[src/rtl/tof_ctrl_packet_decoder.sv]
// Control-packet decoder: turns inbound write/read/update packets into register-port
// strobes and returns read data as a two-word response packet.
module tof_ctrl_packet_decoder #(
    parameter int unsigned RD_TIMEOUT = 15
) (
    input  logic        clk_i,
    input  logic        rst_i,
    input  logic [15:0] s_tdata,
    input  logic        s_tvalid,
    output logic        s_tready,
    input  logic        s_tlast,
    output logic [15:0] m_tdata,
    output logic        m_tvalid,
    input  logic        m_tready,
    output logic        m_tlast,
    output logic        en_o,
    output logic        wr_o,
    output logic [7:0]  addr_o,
    output logic [15:0] dat_o,
    input  logic [15:0] dat_i,
    input  logic        dat_valid_i,
    output logic        update_o,
    output logic [7:0]  err_cnt_o
);

    typedef enum logic [2:0] {
        ST_IDLE     = 3'd0,
        ST_GET_DATA = 3'd1,
        ST_DO_WRITE = 3'd2,
        ST_DO_READ  = 3'd3,
        ST_WAIT_RD  = 3'd4,
        ST_RSP_HDR  = 3'd5,
        ST_RSP_DAT  = 3'd6,
        ST_DISCARD  = 3'd7
    } state_t;

    localparam logic [3:0] OP_WR    = 4'd1;
    localparam logic [3:0] OP_RD    = 4'd2;
    localparam logic [3:0] OP_UPD   = 4'd3;
    localparam logic [7:0] TMO_LAST = 8'(RD_TIMEOUT - 1);

    function automatic logic [7:0] sat_inc(input logic [7:0] v);
        sat_inc = (v == 8'hFF) ? v : v + 8'd1;
    endfunction

    state_t      r_state;
    logic        r_live;
    logic [15:0] r_hdr;
    logic [15:0] r_rd_data;
    logic [7:0]  r_cnt;
    logic        r_en;
    logic        r_wr;
    logic [7:0]  r_addr;
    logic [15:0] r_dat;
    logic        r_update;
    logic        r_m_tvalid;
    logic [15:0] r_m_tdata;
    logic        r_m_tlast;
    logic [7:0]  r_err_cnt;
    logic        w_rdy;
    logic        w_acc;
    logic [3:0]  w_op;

    // r_live holds s_tready low until the first edge after reset releases
    assign w_rdy = r_live && ((r_state == ST_IDLE) || (r_state == ST_GET_DATA) ||
                              (r_state == ST_DISCARD));
    assign w_acc = s_tvalid && w_rdy;
    assign w_op  = s_tdata[15:12];

    // Packet FSM with all strobes and response outputs registered
    always_ff @(posedge clk_i or posedge rst_i) begin
        if (rst_i) begin
            r_state    <= ST_IDLE;
            r_live     <= 1'b0;
            r_hdr      <= 16'h0000;
            r_rd_data  <= 16'h0000;
            r_cnt      <= 8'd0;
            r_en       <= 1'b0;
            r_wr       <= 1'b0;
            r_addr     <= 8'h00;
            r_dat      <= 16'h0000;
            r_update   <= 1'b0;
            r_m_tvalid <= 1'b0;
            r_m_tdata  <= 16'h0000;
            r_m_tlast  <= 1'b0;
            r_err_cnt  <= 8'd0;
        end else begin
            r_live   <= 1'b1;
            r_en     <= 1'b0;
            r_wr     <= 1'b0;
            r_update <= 1'b0;
            case (r_state)
                ST_IDLE: begin
                    if (w_acc) begin
                        r_hdr  <= s_tdata;
                        r_addr <= s_tdata[7:0];
                        if ((w_op == OP_WR) && !s_tlast) begin
                            r_state <= ST_GET_DATA;
                        end else if ((w_op == OP_RD) && s_tlast) begin
                            r_state <= ST_DO_READ;
                            r_en    <= 1'b1;
                        end else if ((w_op == OP_UPD) && s_tlast) begin
                            r_update <= 1'b1;
                        end else begin
                            r_err_cnt <= sat_inc(r_err_cnt);
                            r_state   <= s_tlast ? ST_IDLE : ST_DISCARD;
                        end
                    end
                end
                ST_GET_DATA: begin
                    if (w_acc) begin
                        r_dat <= s_tdata;
                        if (s_tlast) begin
                            r_state <= ST_DO_WRITE;
                            r_en    <= 1'b1;
                            r_wr    <= 1'b1;
                        end else begin
                            r_err_cnt <= sat_inc(r_err_cnt);
                            r_state   <= ST_DISCARD;
                        end
                    end
                end
                ST_DO_WRITE: begin
                    r_state <= ST_IDLE;
                end
                ST_DO_READ: begin
                    r_state <= ST_WAIT_RD;
                    r_cnt   <= 8'd0;
                end
                ST_WAIT_RD: begin
                    // valid data wins over a timeout landing on the same cycle
                    if (dat_valid_i || (r_cnt == TMO_LAST)) begin
                        r_rd_data  <= dat_valid_i ? dat_i : 16'hFFFF;
                        r_err_cnt  <= dat_valid_i ? r_err_cnt : sat_inc(r_err_cnt);
                        r_state    <= ST_RSP_HDR;
                        r_m_tvalid <= 1'b1;
                        r_m_tdata  <= r_hdr;
                        r_m_tlast  <= 1'b0;
                    end else begin
                        r_cnt <= r_cnt + 8'd1;
                    end
                end
                ST_RSP_HDR: begin
                    if (m_tready) begin
                        r_state   <= ST_RSP_DAT;
                        r_m_tdata <= r_rd_data;
                        r_m_tlast <= 1'b1;
                    end
                end
                ST_RSP_DAT: begin
                    if (m_tready) begin
                        r_state    <= ST_IDLE;
                        r_m_tvalid <= 1'b0;
                        r_m_tlast  <= 1'b0;
                    end
                end
                ST_DISCARD: begin
                    if (w_acc && s_tlast) begin
                        r_state <= ST_IDLE;
                    end
                end
                default: begin
                    r_state <= ST_IDLE;
                end
            endcase
        end
    end

    assign s_tready  = w_rdy;
    assign m_tdata   = r_m_tdata;
    assign m_tvalid  = r_m_tvalid;
    assign m_tlast   = r_m_tlast;
    assign en_o      = r_en;
    assign wr_o      = r_wr;
    assign addr_o    = r_addr;
    assign dat_o     = r_dat;
    assign update_o  = r_update;
    assign err_cnt_o = r_err_cnt;

endmodule

[config.mk]
export PLATFORM = sky130hd
export DESIGN_NAME = tof_ctrl_packet_decoder
export DESIGN_NICKNAME = d
export VERILOG_FILES = /design/src/rtl/tof_ctrl_packet_decoder.sv
export SDC_FILE = /design/constraint.sdc
export NUM_CORES = 1
export LEC_CHECK = 0
export ABC_AREA = 0
export CORE_MARGIN = 10
export CORE_UTILIZATION = 25
export CTS_CLUSTER_DIAMETER = 150
export DETAILED_ROUTE_END_ITERATION = 7
export SKIP_LAST_GASP = 1
export SLEW_MARGIN = 20
export SYNTH_ARGS = -nofsm -noshare
export SYNTH_HDL_FRONTEND = slang
export SYNTH_SLANG_ARGS = --single-unit
[constraint.sdc]
create_clock -name clk_i -period 4.45 [get_ports clk_i]
set_clock_uncertainty 0.2 [all_clocks]
set_input_delay 1.1125 -clock clk_i [delete_from_list [all_inputs] [get_ports clk_i]]
set_output_delay 1.1125 -clock clk_i [all_outputs]
set_load 0.005 [all_outputs]
; Word level (Yosys, flattened, before mapping)
; Index checks and enable logic that the tools add are counted.
[totals]
ff_bits = 97
input_bits = 38
out_inout_bits = 54
wordCells = 112
[classes]
addsub = 2
n_eq_ne = 25
muxes = 46
reduce_logical = 25
[op_table]
columns = op, n
row1 = 2-to-1 mux 8 bit, 10
row2 = 2-to-1 mux 16 bit, 3
row3 = 2-to-1 mux 3 bit, 11
row4 = one-hot mux 16 bit (2 select lines), 1
row5 = one-hot mux 3 bit (8 select lines), 1
row6 = one-hot mux 8 bit (3 select lines), 1
row7 = inequality test 2 bit (second input constant), 11
row8 = adder 8 x 1 -> 8 bit (second input constant), 2
row9 = one-hot mux 8 bit (2 select lines), 1
row10 = 2-to-1 mux 1 bit, 15
row11 = equality test 3 bit (second input constant), 4
row12 = AND reduction 9 bit, 1
row13 = equality test 4 x 2 -> 1 bit (second input constant), 2
row14 = equality test 8 x 4 -> 1 bit (second input constant), 1
row15 = equality test 8 bit (second input constant), 1
row16 = AND reduction 2 bit, 4
row17 = AND reduction 7 bit, 1
row18 = equality test 3 x 2 -> 1 bit (second input constant), 2
row19 = logical AND 1 bit, 6
row20 = AND reduction 3 bit, 2
row21 = nonzero test 2 bit, 3
row22 = nonzero test 3 bit, 2
row23 = equality test 4 x 1 -> 1 bit (second input constant), 1
row24 = inequality test 4 bit (second input constant), 1
row25 = 8 further kinds, 11

; Longest topological paths before layout
; Gate-level depths: netlist (run 1).
[depth]
depth_word = 8
ltp_mapped = 8
mapped_depth_nobuf = 7

; Least setup slack after synthesis (run 1)
; OpenSTA, ideal clock, no wires.
[synth_timing]
kind = input port to flip-flop
start = input s_tlast
end = register r_err_cnt[1] (netlist: err_cnt_o[1])
setup_time_ns = 0.128
arrival_time_ns = 2.351
t_required_ns = 4.122
slack_ns = 1.772
stages = 6
n_path_buf = 1
path_cell_list = clkbuf_1 > o21ai_0 > o211ai_1 > a41oi_2 > and2_1 > mux2_1
[synth_via]
elab_chain_len = 4
word_cells_on_any_way = 9
classes_between = eq/ne (4) / reduce/logical (5)
[synth_rtl]
columns = element, line
row1 = from (decl), 11  ; input logic s_tlast,
row2 = zero test 1 bit, 97  ; if ((w_op == OP_WR) && !s_tlast) begin
row3 = logical AND 1 bit, 97
row4 = inequality test 2 bit (no line), --
row5 = AND reduction 9 bit (no line) *, --
row6 = to (signal assigned), 105  ; r_err_cnt <= sat_inc(r_err_cnt);
row7 = to (signal assigned), 118  ; r_err_cnt <= sat_inc(r_err_cnt);
row8 = to (signal assigned), 134  ; r_err_cnt <= dat_valid_i ? r_err_cnt : sat_inc(r_err_cnt);
row9 = to (decl), 59  ; logic [7:0] r_err_cnt;
; Mark *: on every way between the ends. The rest lies on a longest branch, timed or not.
; A chain may end at the register's enable or synchronous reset.

; Final worst setup path (run 1)
[layout_timing]
start = register r_state[2]
end = output s_tready
[layout_via]
elab_chain_len = 4
word_cells_on_any_way = 6
classes_between = eq/ne (2) / reduce/logical (4)
[layout_rtl]
columns = element, line
row1 = from (decl), 46  ; state_t r_state;
row2 = from (signal assigned), 106  ; r_state <= s_tlast ? ST_IDLE : ST_DISCARD;
row3 = equality test 3 x 1 -> 1 bit / zero test 3 bit (equally long branches), 65  ; assign w_rdy = r_live && ((r_state == ST_IDLE) || (r_state == ST_GET_DATA) ||
row4 = logical OR 1 bit, 65
row5 = logical OR 1 bit *, 65
row6 = logical AND 1 bit *, 65
row7 = to (decl), 10  ; output logic s_tready,
; Marked as above.

==> results.py, run 1 <==
metrics = {
    "outcome": {
        "outcome": "finished clean",
    },
    "floorplan": {
        "fp.dieArea_um2": 21600,
        "core_um2": 15800,
        "num_rows": 46,
        "initial_core_util_pct": 25.4,
        "die_w_um": 147,
        "die_y_um": 147,
        "ios": 92,
    },
    "clock_tree": {
        "clockBufferDepth": 2,
        "hold_buffers": 0,
        "path_clk_slew_ns": 0.07,
        "htreeDepth": 3,
        "clkLatencyLatePin_ns": 0.34,
        "cts_sinks": 89,
        "post_cts_buffers": 0,
        "root_buffer": "clkbuf_16",
        "ctsResizeCount": 0,
        "cts_tree": "yes",
        "cts_made_buffers": 9,
    },
    "synth": {
        "yosys.area_share.adder_pct": 0.932,
        "synth_top_area_cell": "dfrtp_1",
        "synthXorXnorAreaFrac_pct": 2.18,
        "synth_flop_cell": "dfrtp_1",
        "synth_area_per_cell_um2": 11.8,
        "synth_top_family_by_area": "multiplexers",
        "synth-edff-count": 0,
        "synthArstFlopShare_pct": 100,
        "mappedNetlistArea_um2": 4030,
        "synthMuxAreaShare_pct": 13.5,
        "synth_top_area_share_pct": 55.3,
        "synth_simple_gate_area_share_pct": 11.3,
        "syn_nets": 381,
        "yosys-top-cells-area": "dfrtp_1 (55%), mux2_2 (6.2%), mux2i_1 (4.0%)",
        "yosysMostFrequentCell": "dfrtp_1",
        "synth_cell_types": 50,
        "synth_warnings": 0,
        "ys_ff_latch": 89,
        "synth_compound_area_share_pct": 12.3,
        "yosysSeqAreaShare_pct": 55.3,
        "synth_common_cells": "dfrtp_1 (89), nand2_1 (25), mux2_2 (22)",
        "syn_inst": 340,
    },
    "timing": {
        "tightest_slew_ns": 0.957,
        "rsz0062_at_grt": "no",
        "timing.hold.ws_ns": 0.282,
        "setup_viol": 0,
        "period_minus_slack_ns": 3.33,
        "slew_violations": 0,
        "finalHoldViolations": 0,
        "relSlewSlack_pct": 36.2,
        "tns_ns": 0,
        "fmax_mhz": 300,
        "setup_ws_ns": 1.12,
        "min_period_over_period_pct": 74.9,
    },
    "setup_path": {
        "path_max_fanout": 21,
        "start_kind": "flip-flop",
        "end_kind": "primary output",
        "reg2reg_setup_slack_ns": 1.98,
        "r2r_cells": 6,
        "critical_path.max_stage_delay_ns": 0.73,
        "rr_startpoint": "r_cnt[0]",
        "cp.arrival_ns": 2.02,
        "path_buf_inv": 1,
        "crit_path_cell_trace": "nand3_1 > o21ai_0 > and2_1 > clkdlybuf4s50_1",
        "crit_type": "flip-flop to primary output",
        "r2r-end": "r_rd_data[5]",
        "crit_family": "flip-flops",
        "slowest_stage": "dfrtp_1",
        "crit_cells": 4,
        "cp.required_ns": 3.14,
    },
    "power": {
        "clkPwrFrac_pct": 21.7,
        "power.switching_uw": 1180,
        "p_sw_share_pct": 32.7,
        "total_power_uw": 3590,
        "power.leakage_uw": 0.00234,
        "powerDensity_nw_per_um2": 666,
        "seq_power_share_pct": 40.2,
        "share_comb_of_total_power_pct": 38.1,
        "peakVddDrop_mv": 0.243,
        "power.internal_uw": 2420,
    },
    "global_routing": {
        "grt_pass1_vias": 2950,
        "grt_start_max_net_pins": 55,
        "antenna_found_initial": 0,
        "overflow": 0,
        "grt_pass1_wl_um": 17100,
        "grtUsageTotal_pct": 10.1,
    },
    "placement": {
        "io_buffer_count": 91,
        "place.gp.congestion": 0.817,
        "dp_cells": 623,
        "post-place-ws_ns": 1.05,
        "dp_hpwl_um": 8140,
    },
    "detailed_routing": {
        "antenna_left": 0,
        "via_per_inst": 4.46,
        "drtIter0Drc": 159,
        "routedWlPerCell_um": 16.9,
        "drc_errors": 0,
        "routed_wl_um": 10800,
        "dr_total_vias": 2847,
        "drt_first_pass_iters": 4,
    },
    "finish": {
        "fin_cells": 639,
        "layout-drive-gt1-share_pct": 11.8,
        "fillers": 1557,
        "syn2layout_area_growth_pct": 34.0,
        "nets": 459,
        "diodes": 0,
    },
    "worst_hold_path": {
        "worstHoldStart": "m_tdata[11]",
        "hold_end": "m_tdata[11]",
        "hp-class": "flip-flop to flip-flop",
        "holdPathStages": 2,
    },
    "job": {
        "drv_cap": 0,
    },
}
[worst register-to-register path: cells and delay by family (launching register included)]
kind,cells,cell delay [ns]
DFF,1,0.40
AOI/OAI and AO/OA,2,0.50
adders and majority gates,1,0.15
and+or+nand+nor,2,1.07
buffers and inverters,1,0.08
[stage by stage]
stage | util, % | instance area, um2
2_1_floorplan | - | 4030
3_3_place_gp | 32.1 | 5090
3_5_place_dp | 32.1 | 5090
4_1_cts | 34.1 | 5390
5_1_grt | 34.1 | 5390
6_report | 34.1 | 5390
[cell type report]
class | instances | area (um2) | share of cell area, %
Inverter | 6 | 23.8 | 0.441
Multi-Input combinational cell | 218 | 1630 | 30.2
Clock inverter | 4 | 51.3 | 0.951
Tap cell | 216 | 270 | 5.01
Clock buffer | 12 | 256 | 4.76
Timing Repair Buffer | 94 | 933 | 17.3
Sequential cell | 89 | 2230 | 41.3
[cell families after synthesis]
family                     Yosys count
xor gates and xnor gates            10
AOI/OAI and AO/OA                   67
muxes                               50
and+or+nand+nor                     87
buffers and inverters               33
adders and majority gates            3
DFF                                 89
other                                1
[layer usage]
layer,up-vias,wire (um),GRT usage (%)
met5,-,0,0
met4,0,227,4.71
met3,13,549,2.98
met2,70,5080,15.8
met1,1397,4950,12.5
li1,1367,-,-
[layout by cell type, fill, tap and decap left out, drive strengths merged, types with 8 or more instances in the layout]
master,count
and3,12
clkbuf,12
clkdlybuf4s50,91
dfrtp,89
mux2,34
mux2i,16
nand2,26
nand3,9
nor2,18
o21ai,24
o22a,16
xor2,8
[flip-flops by register name (all words and copies together) (netlist names), 3 cells and up]
signal     cells
dat_o         16
err_cnt_o      8
m_tdata       16
r_cnt          8
r_hdr         16
r_rd_data     16
r_state        3
[worst max-delay path by stage]
| stage | start | endpoint | slack, ns |
|---|---|---|---|
| after global placement | s_tlast | err_cnt_o[1] | 1.11 |
| after CTS | r_state[2] | s_tready | 1.11 |
| after global routing | r_state[0] | s_tready | 0.93 |
| final | r_state[2] | s_tready | 1.12 |
| after detailed placement | s_tlast | err_cnt_o[1] | 1.05 |
| after floorplan | rst_i | dat_o[0] | 0.83 |
[power groups by stage]
| stage | registers (uW) | logic (uW) | clock network [uW] |
|---|---|---|---|
| 2_1_floorplan | 1350 | 854 | 0 |
| 6_report | 1440 | 1370 | 780 |
| 3_5_place_dp | 1460 | 1390 | 0 |
| 4_1_cts | 1450 | 1400 | 801 |
| 3_3_place_gp | 1450 | 1360 | 0 |
| 5_1_grt | 1510 | 1520 | 838 |
No activity file was read; power rests on OpenSTA's default activity.
==> run 2, diff against run 1 <==
==> constraint.sdc (replaced) <==
create_clock -name clk_i -period 3.3 [get_ports clk_i]
set_clock_uncertainty 0.2 [all_clocks]
set_input_delay 0.825 -clock clk_i [delete_from_list [all_inputs] [get_ports clk_i]]
set_output_delay 0.825 -clock clk_i [all_outputs]
set_load 0.005 [all_outputs]
==> results.py, run 2 (synthesis gave the netlist of run 1 again) <==
metrics = {
    "outcome": {
        "outcome": "finished clean",
    },
    "floorplan": {
        "num_rows": 46,
        "ios": 92,
        "initial_core_util_pct": 25.4,
        "die_w_um": 147,
        "die_y_um": 147,
        "core_um2": 15800,
        "fp.dieArea_um2": 21600,
    },
    "clock_tree": {
        "hold_buffers": 0,
        "cts_made_buffers": 9,
        "path_clk_slew_ns": 0.06,
        "htreeDepth": 3,
        "post_cts_buffers": 0,
        "cts_sinks": 89,
        "root_buffer": "clkbuf_16",
        "ctsResizeCount": 0,
        "cts_tree": "yes",
        "clockBufferDepth": 2,
        "clkLatencyLatePin_ns": 0.34,
    },
    "finish": {
        "syn2layout_area_growth_pct": 35.6,
        "fillers": 1558,
        "diodes": 0,
        "nets": 467,
        "layout-drive-gt1-share_pct": 13.2,
        "fin_util_pct": 34.5,
        "mostFrequentLayoutCells": "clkdlybuf4s50_1 (91), dfrtp_1 (89), nand2_1 (25)",
        "layout_commonest_cell": "clkdlybuf4s50_1",
        "final-seq-area_um2": 2230,
        "multi_input_area_um2": 1630,
        "final_area_um2": 5460,
    },
    "timing": {
        "period_minus_slack_ns": 2.60,
        "setup_ws_ns": 0.699,
        "slew_violations": 0,
        "tightest_slew_ns": 0.532,
        "rsz0062_at_grt": "no",
        "relSlewSlack_pct": 64.4,
        "min_period_over_period_pct": 78.8,
        "tns_ns": 0,
        "fmax_mhz": 384,
        "setup_viol": 0,
        "finalHoldViolations": 0,
    },
    "setup_path": {
        "path_max_fanout": 11,
        "cp.arrival_ns": 2.63,
        "cp.required_ns": 3.33,
        "end_kind": "flip-flop",
        "crit_type": "input port to flip-flop",
        "start_kind": "input port",
    },
    "placement": {
        "dp_hpwl_um": 8040,
        "post-place-ws_ns": 0.412,
        "place.gp.congestion": 0.857,
        "io_buffer_count": 91,
        "dpl_cell_area_um2": 5160,
    },
    "detailed_routing": {
        "drc_errors": 0,
        "dr_total_vias": 2920,
        "via_per_inst": 4.51,
        "drtIter0Drc": 220,
        "routedWlPerCell_um": 16.7,
        "routed_wl_um": 10800,
        "drt_first_pass_iters": 4,
        "antenna_left": 0,
    },
    "global_routing": {
        "grtUsageTotal_pct": 10.1,
        "grt_pass1_vias": 2943,
        "overflow": 0,
        "grt_start_max_net_pins": 62,
        "antenna_found_initial": 0,
        "grt_pass1_wl_um": 17000,
    },
    "worst_hold_path": {
        "hp-class": "flip-flop to flip-flop",
    },
    "power": {
        "powerDensity_nw_per_um2": 895,
        "power.leakage_uw": 0.00237,
        "total_power_uw": 4880,
        "peakVddDrop_mv": 0.297,
    },
    "job": {
        "drv_cap": 0,
    },
}
==> run 2: cell types whose count changed in the layout (fill, tap and decap cells not counted), sizes merged <==
cell	delta
clkinv	-3
buf	+8
clkinvlp	+3
==> run 2: worst max-delay path, stage by stage <==
cell	delay [ns]
clkdlybuf4s50_1	0.60
o21ai_0	0.25
o211ai_1	0.13
a41oi_2	0.27
and2_1	0.23
mux2_1	0.32
==> run 2: power breakdown <==
part / switching [uW] / total (uW) / internal [uW]
clock network: 435 / 1040 / 609
logic: 858 / 1970 / 1110
registers: 312 / 1870 / 1560
total: 1610 / 4880 / 3280
==> run 2: through the flow <==
| stage | cells | hold slack [ns] |
|---|---|---|
| after floorplan | 340 | 0.276 |
| after global placement | 631 | 0.270 |
| after detailed placement | 631 | 0.275 |
| after CTS | 647 | 0.290 |
| after global routing | 647 | 0.303 |
| final | 647 | 0.282 |
==> run 2: area by class of cell <==
| type | instances | share of cell area (%) |
|---|---|---|
| Inverter | 6 | 0.481 |
| Clock inverter | 4 | 0.962 |
| Timing Repair Buffer | 102 | 18.4 |
| Clock buffer | 12 | 4.51 |
| Sequential cell | 89 | 40.8 |
| Multi-Input combinational cell | 218 | 29.9 |
| Tap cell | 216 | 4.95 |
==> run 2: layer usage <==
metal | GRT usage (%) | wire, um
met1 | 13.2 | 5100
met2 | 15.6 | 5090
met3 | 1.97 | 395
met4 | 4.86 | 236
met5 | 0 | 0
==> run 2: worst paths after layout <==
kind / slack (ns) / start / endpoint / cells past startpoint
hold / removal: 0.28 / m_tdata[10] / m_tdata[10] / 2
hold reg to reg: 0.28 / m_tdata[10] / m_tdata[10] / 2
setup / recovery: 0.70 / s_tlast / err_cnt_o[1] / 6
setup reg to reg: 0.93 / r_cnt[0] / r_state[0] / 6
min in group asynchronous: 0.72 / rst_i / r_state[1] / 3
max in group asynchronous: 1.84 / rst_i / dat_o[9] / 3
